### config.mk
export PLATFORM = sky130hd
export DESIGN_NAME = serial_add_ctrl
export DESIGN_NICKNAME = d
export VERILOG_FILES = /design/src/rtl/serial_arith_pkg.sv /design/src/rtl/serial_fa_cell.sv /design/src/rtl/serial_add_ctrl.sv
export SDC_FILE = /design/constraint.sdc
export NUM_CORES = 1
export LEC_CHECK = 0
export CORE_MARGIN = 1.5
export CORE_UTILIZATION = 28
export CTS_BUF_LIST = sky130_fd_sc_hd__clkbuf_8
export DETAILED_ROUTE_END_ITERATION = 12
export DONT_BUFFER_PORTS = 1
export GPL_TIMING_DRIVEN = 0
export PLACE_DENSITY_LB_ADDON = 0.2
export SLEW_MARGIN = 20
export SYNTH_ARGS = -nofsm -noshare
export SYNTH_HDL_FRONTEND = slang
export SYNTH_SLANG_ARGS = --single-unit
### constraint.sdc
create_clock -name clk -period 8.1 [get_ports clk]
set_clock_uncertainty 0.15 [all_clocks]
set_input_delay 2.43 -clock clk [delete_from_list [all_inputs] [get_ports clk]]
set_output_delay 2.43 -clock clk [all_outputs]
set_load 0.005 [all_outputs]
### src/rtl/serial_arith_pkg.sv
// ----------------------------------------------------------------------------
// serial_arith_pkg
// Shared definitions for the bit-serial add/subtract controller:
//   - state_e      : controller state encoding (IDLE / RUN / DONE)
//   - OP_ADD/OP_SUB: encoding of the op_sub request bit
//   - DEFAULT_WIDTH: default operand/result width
// ----------------------------------------------------------------------------
package serial_arith_pkg;

    typedef enum logic [1:0] {
        ST_IDLE = 2'd0,
        ST_RUN  = 2'd1,
        ST_DONE = 2'd2
    } state_e;

    localparam logic OP_ADD = 1'b0;
    localparam logic OP_SUB = 1'b1;

    localparam int DEFAULT_WIDTH = 32;

endpackage

### src/rtl/serial_fa_cell.sv
// ----------------------------------------------------------------------------
// serial_fa_cell
// 1-bit combinational full adder, reused every cycle by the serial controller.
// Ports:
//   a, b  : operand bits
//   cin   : carry in
//   s     : sum bit
//   co    : carry out
// ----------------------------------------------------------------------------
module serial_fa_cell (
    input  logic a,
    input  logic b,
    input  logic cin,
    output logic s,
    output logic co
);

    assign s  = a ^ b ^ cin;
    assign co = (a & b) | (a & cin) | (b & cin);

endmodule

### src/rtl/serial_add_ctrl.sv
// ----------------------------------------------------------------------------
// serial_add_ctrl
// Bit-serial add/subtract unit. One full-adder cell is applied LSB-first over
// WIDTH cycles; the result and flags are registered at the last bit.
// Ports:
//   clk, reset : clock (rising edge), asynchronous active-high reset
//   start      : request, accepted in IDLE or DONE (abort has priority)
//   op_sub     : 0 = A+B, 1 = A-B (sampled with start)
//   a_in, b_in : operands (sampled with start)
//   abort      : cancel the in-flight operation, return to IDLE
//   busy       : high while the operation is running
//   done       : one-cycle pulse, result and flags valid
//   result     : sum/difference, held until the next completed operation
//   cout       : raw carry out of the MSB (subtract: 1 = no borrow)
//   ovf        : signed overflow
//   zero       : result == 0
// ----------------------------------------------------------------------------
module serial_add_ctrl
    import serial_arith_pkg::*;
#(
    parameter int WIDTH = DEFAULT_WIDTH,
    parameter int CNT_W = $clog2(WIDTH)
) (
    input  logic             clk,
    input  logic             reset,
    input  logic             start,
    input  logic             op_sub,
    input  logic [WIDTH-1:0] a_in,
    input  logic [WIDTH-1:0] b_in,
    input  logic             abort,
    output logic             busy,
    output logic             done,
    output logic [WIDTH-1:0] result,
    output logic             cout,
    output logic             ovf,
    output logic             zero
);

    state_e             state_q, state_d;
    logic [CNT_W-1:0]   cnt_q, cnt_d;
    logic               carry_q, carry_d;
    logic               cmsb_q, cmsb_d;     // carry into the MSB, for overflow
    logic [WIDTH-1:0]   a_sh_q, a_sh_d;
    logic [WIDTH-1:0]   b_sh_q, b_sh_d;
    logic [WIDTH-1:0]   res_sh_q, res_sh_d;
    logic [WIDTH-1:0]   result_q, result_d;
    logic               cout_q, cout_d;
    logic               ovf_q, ovf_d;
    logic               zero_q, zero_d;
    logic               busy_q, busy_d;
    logic               done_q, done_d;

    logic               fa_s;
    logic               fa_co;
    logic [WIDTH-1:0]   res_next;

    serial_fa_cell u_fa (
        .a   (a_sh_q[0]),
        .b   (b_sh_q[0]),
        .cin (carry_q),
        .s   (fa_s),
        .co  (fa_co)
    );

    // Sum bits enter at the MSB so the LSB ends up at bit 0 after WIDTH shifts.
    assign res_next = {fa_s, res_sh_q[WIDTH-1:1]};

    always_comb begin
        state_d  = state_q;
        cnt_d    = cnt_q;
        carry_d  = carry_q;
        cmsb_d   = cmsb_q;
        a_sh_d   = a_sh_q;
        b_sh_d   = b_sh_q;
        res_sh_d = res_sh_q;
        result_d = result_q;
        cout_d   = cout_q;
        ovf_d    = ovf_q;
        zero_d   = zero_q;

        case (state_q)
            ST_IDLE, ST_DONE: begin
                if (abort) begin
                    state_d = ST_IDLE;
                end else if (start) begin
                    // Subtract as A + ~B + 1: invert B and seed the carry.
                    a_sh_d   = a_in;
                    b_sh_d   = (op_sub == OP_SUB) ? ~b_in : b_in;
                    carry_d  = (op_sub == OP_SUB);
                    cnt_d    = '0;
                    res_sh_d = '0;
                    state_d  = ST_RUN;
                end else begin
                    state_d = ST_IDLE;
                end
            end
            ST_RUN: begin
                if (abort) begin
                    state_d = ST_IDLE;
                end else begin
                    a_sh_d   = a_sh_q >> 1;
                    b_sh_d   = b_sh_q >> 1;
                    res_sh_d = res_next;
                    carry_d  = fa_co;
                    if (cnt_q == CNT_W'(WIDTH - 2)) begin
                        cmsb_d = fa_co;
                    end
                    if (cnt_q == CNT_W'(WIDTH - 1)) begin
                        result_d = res_next;
                        cout_d   = fa_co;
                        ovf_d    = cmsb_q ^ fa_co;
                        zero_d   = (res_next == '0);
                        state_d  = ST_DONE;
                    end else begin
                        cnt_d = cnt_q + 1'b1;
                    end
                end
            end
            default: state_d = ST_IDLE;
        endcase

        busy_d = (state_d == ST_RUN);
        done_d = (state_d == ST_DONE);
    end

    always_ff @(posedge clk or posedge reset) begin
        if (reset) begin
            state_q  <= ST_IDLE;
            cnt_q    <= '0;
            carry_q  <= 1'b0;
            cmsb_q   <= 1'b0;
            a_sh_q   <= '0;
            b_sh_q   <= '0;
            res_sh_q <= '0;
            result_q <= '0;
            cout_q   <= 1'b0;
            ovf_q    <= 1'b0;
            zero_q   <= 1'b0;
            busy_q   <= 1'b0;
            done_q   <= 1'b0;
        end else begin
            state_q  <= state_d;
            cnt_q    <= cnt_d;
            carry_q  <= carry_d;
            cmsb_q   <= cmsb_d;
            a_sh_q   <= a_sh_d;
            b_sh_q   <= b_sh_d;
            res_sh_q <= res_sh_d;
            result_q <= result_d;
            cout_q   <= cout_d;
            ovf_q    <= ovf_d;
            zero_q   <= zero_d;
            busy_q   <= busy_d;
            done_q   <= done_d;
        end
    end

    assign busy   = busy_q;
    assign done   = done_q;
    assign result = result_q;
    assign cout   = cout_q;
    assign ovf    = ovf_q;
    assign zero   = zero_q;

endmodule
==> impl_metrics.json <==
{
  "synth_cell_types": 37,
  "cp.depth": 0,
  "synth.net_count": 546,
  "grt_usage_pct": 12.0,
  "seqPwrFrac_pct": 48.1,
  "clk_path_buf_depth": 2,
  "drv_slew": 0,
  "rsz0062_at_grt": "false",
  "insertedDiodeCount": 0,
  "drc": 0,
  "num-nets-final": 566,
  "drtIter0Drc": 96,
  "cts_sinks": 141,
  "cp.required_ns": 5.52,
  "yosysTopAreaCell": "dfrtp_1",
  "postSynthAreaPerCell_um2": 14.6,
  "dp.cells": 798,
  "routedWlPerCell_um": 17.6,
  "synth_edf_count": 0,
  "synthTopCellsByArea": "dfrtp_1 (51%), mux2_4 (17%), mux2i_1 (7.1%), mux2_2 (5.2%), a22o_1 (3.9%)",
  "cp-start-kind": "flip-flop",
  "vias": 3687,
  "async_reset_ff_share_pct": 100,
  "gp_congestion": 0.741,
  "worst_pin_slew_ns": 0.554,
  "r2r-end": "result[13]",
  "gr-total-overflow": 0,
  "grt_pass1_wl_um": 23800,
  "tns_ns": 0,
  "fmax_mhz": 290,
  "die_h_um": 160,
  "postRouteAntennaNets": 0,
  "switchingPower_w": 0.000522,
  "period_minus_slack_ns": 3.45,
  "wl_um": 14600,
  "setup_viol": 0,
  "peakVddDrop_uv": 110,
  "first_pass_iters": 4,
  "leakagePower_nw": 3.80,
  "cts_hold_buf": 0,
  "clkPwrFrac_pct": 31.4,
  "drive_gt1_share_pct": 35.4,
  "ctsResizeCount": 0,
  "dp_slack_ns": 4.29,
  "synthCells": 473,
  "worst-path-max-fanout": 1,
  "grt_antenna_before_repair": 0,
  "syn_area_um2": 6920,
  "whs_ns": 0.368,
  "synth_seq_cells": 141,
  "cts_made_buffers": 17,
  "r2r_setup_slack_ns": 5.78,
  "yosysTopAreaCellShare_pct": 51.0,
  "dieArea_um2": 25700,
  "io_pins": 106,
  "slew_headroom_pct": 62.6,
  "hold_viol_final": 0,
  "yosysWarnings": 0,
  "grt_pass1_vias": 4164,
  "status": "finished clean",
  "timing.rr.start": "cnt_q[1]",
  "fin_cells": 830,
  "final.period_utilization_pct": 42.5,
  "rows": 57,
  "dp_hpwl_um": 9890,
  "cts.clk_slew.worst_paths_ns": 0.09,
  "clkLatencyLatePin_ns": 0.44,
  "filler_cell_count": 2430,
  "pwr-share-comb_pct": 20.5,
  "die_width_um": 160,
  "synth_ff_type": "dfrtp_1",
  "hold_class": "reg -> reg",
  "cts_setup_buffers": 0,
  "cts_tree": "done",
  "syn_to_final_growth_pct": 12.0,
  "routed_via_density": 4.44,
  "yosysSeqAreaShare_pct": 51.0,
  "power.density_nw_per_um2": 234,
  "max-cap-violations": 0,
  "path_class": "reg -> out",
  "synthTopCellsByCount": "dfrtp_1 (141), mux2_4 (80), mux2i_1 (49)",
  "endpoint": "busy",
  "internal_power_w": 0.00129,
  "critPathLaunch": "busy",
  "coreArea_um2": 24200,
  "grt_max_degree": 73,
  "end_kind": "output pin",
  "ff2ff_path_depth": 7,
  "port_buffers": 0,
  "fin_ws_ns": 4.65,
  "cts.htree.levels": 4,
  "initial_core_util_pct": 28.5,
  "yosysMostFrequentCell": "dfrtp_1",
  "root_buffer": "clkbuf_8",
  "p_sw_share_pct": 28.8,
  "cp.arrival_ns": 0.87
}
state kept, by name, summed over array words and instances (netlist names), 2 cells and up:
register and cells:
result 32, res_sh_q 31, b_sh_q 32, state_q 2, a_sh_q 32, cnt_q 5
worst min path at each step:
stage | cells past startpoint | to | startpoint
3_3_place_gp | 1 | b_sh_q[25] | b_sh_q[25]
6_report | 1 | a_sh_q[27] | a_sh_q[27]
2_1_floorplan | 2 | zero | zero
5_1_grt | 1 | a_sh_q[27] | a_sh_q[27]
3_5_place_dp | 1 | b_sh_q[9] | b_sh_q[9]
4_1_cts | 1 | b_sh_q[1] | b_sh_q[1]
through the flow:
| step | utilization (%) | total power [W] | instance area (um2) |
|---|---|---|---|
| finish | 31.9 | 0.00181 | 7740 |
| global route | 31.9 | 0.00193 | 7740 |
| CTS | 31.9 | 0.00185 | 7740 |
| detailed placement | 30.3 | 0.00126 | 7360 |
| global placement | 30.2 | 0.00125 | 7320 |
| floorplan | - | 0.00119 | 6920 |
power groups by stage:
stage,combinational (W),sequential (W),clock [W]
3_3_place_gp,0.000367,0.000884,0
5_1_grt,0.000408,0.000888,0.000630
4_1_cts,0.000380,0.000874,0.000598
2_1_floorplan,0.000320,0.000867,0
6_report,0.000371,0.000873,0.000569
3_5_place_dp,0.000376,0.000887,0
layout by cell type, fill, tap and decap left out, types with 5 or more instances in the layout:
master and instances:
a22o_1 31, buf_12 5, buf_2 11, buf_6 11, clkbuf_8 17, dfrtp_1 141, inv_1 24, inv_6 5
mux2_2 32, mux2_4 80, mux2i_1 49, nand2_1 8, nor4_1 7, xnor2_1 15, xor2_1 18
cell type report:
type	instances	area, um2	area share, %
Clock inverter	15	153	1.97
Buffer	31	309	3.99
Tap cell	324	405	5.24
Timing Repair Buffer	1	27.5	0.355
Multi-Input combinational cell	276	2990	38.6
Clock buffer	17	234	3.02
Inverter	25	101	1.31
Sequential cell	141	3530	45.6
logic make-up after synthesis:
logic type / after synthesis / share of synthesized area [%]
buffers and inverters: 56 / 5.82
XOR/XNOR: 33 / 4.18
AND/OR/NAND/NOR: 32 / 2.86
adder cells (fa/ha/maj): 4 / 0.832
multiplexers: 161 / 29.7
flip-flops: 141 / 51.0
AO/OA/AOI/OAI: 46 / 5.63
routing by layer:
metal  GRT usage (%)  up-vias  share of wire (%)
met2            19.5       76                 48
met5               0        -                  0
met3            3.92       10                4.6
li1                -     1714                  -
met1            15.2     1887                 46
met4            3.57        0                1.2
Power figures use the tool's default switching activity.
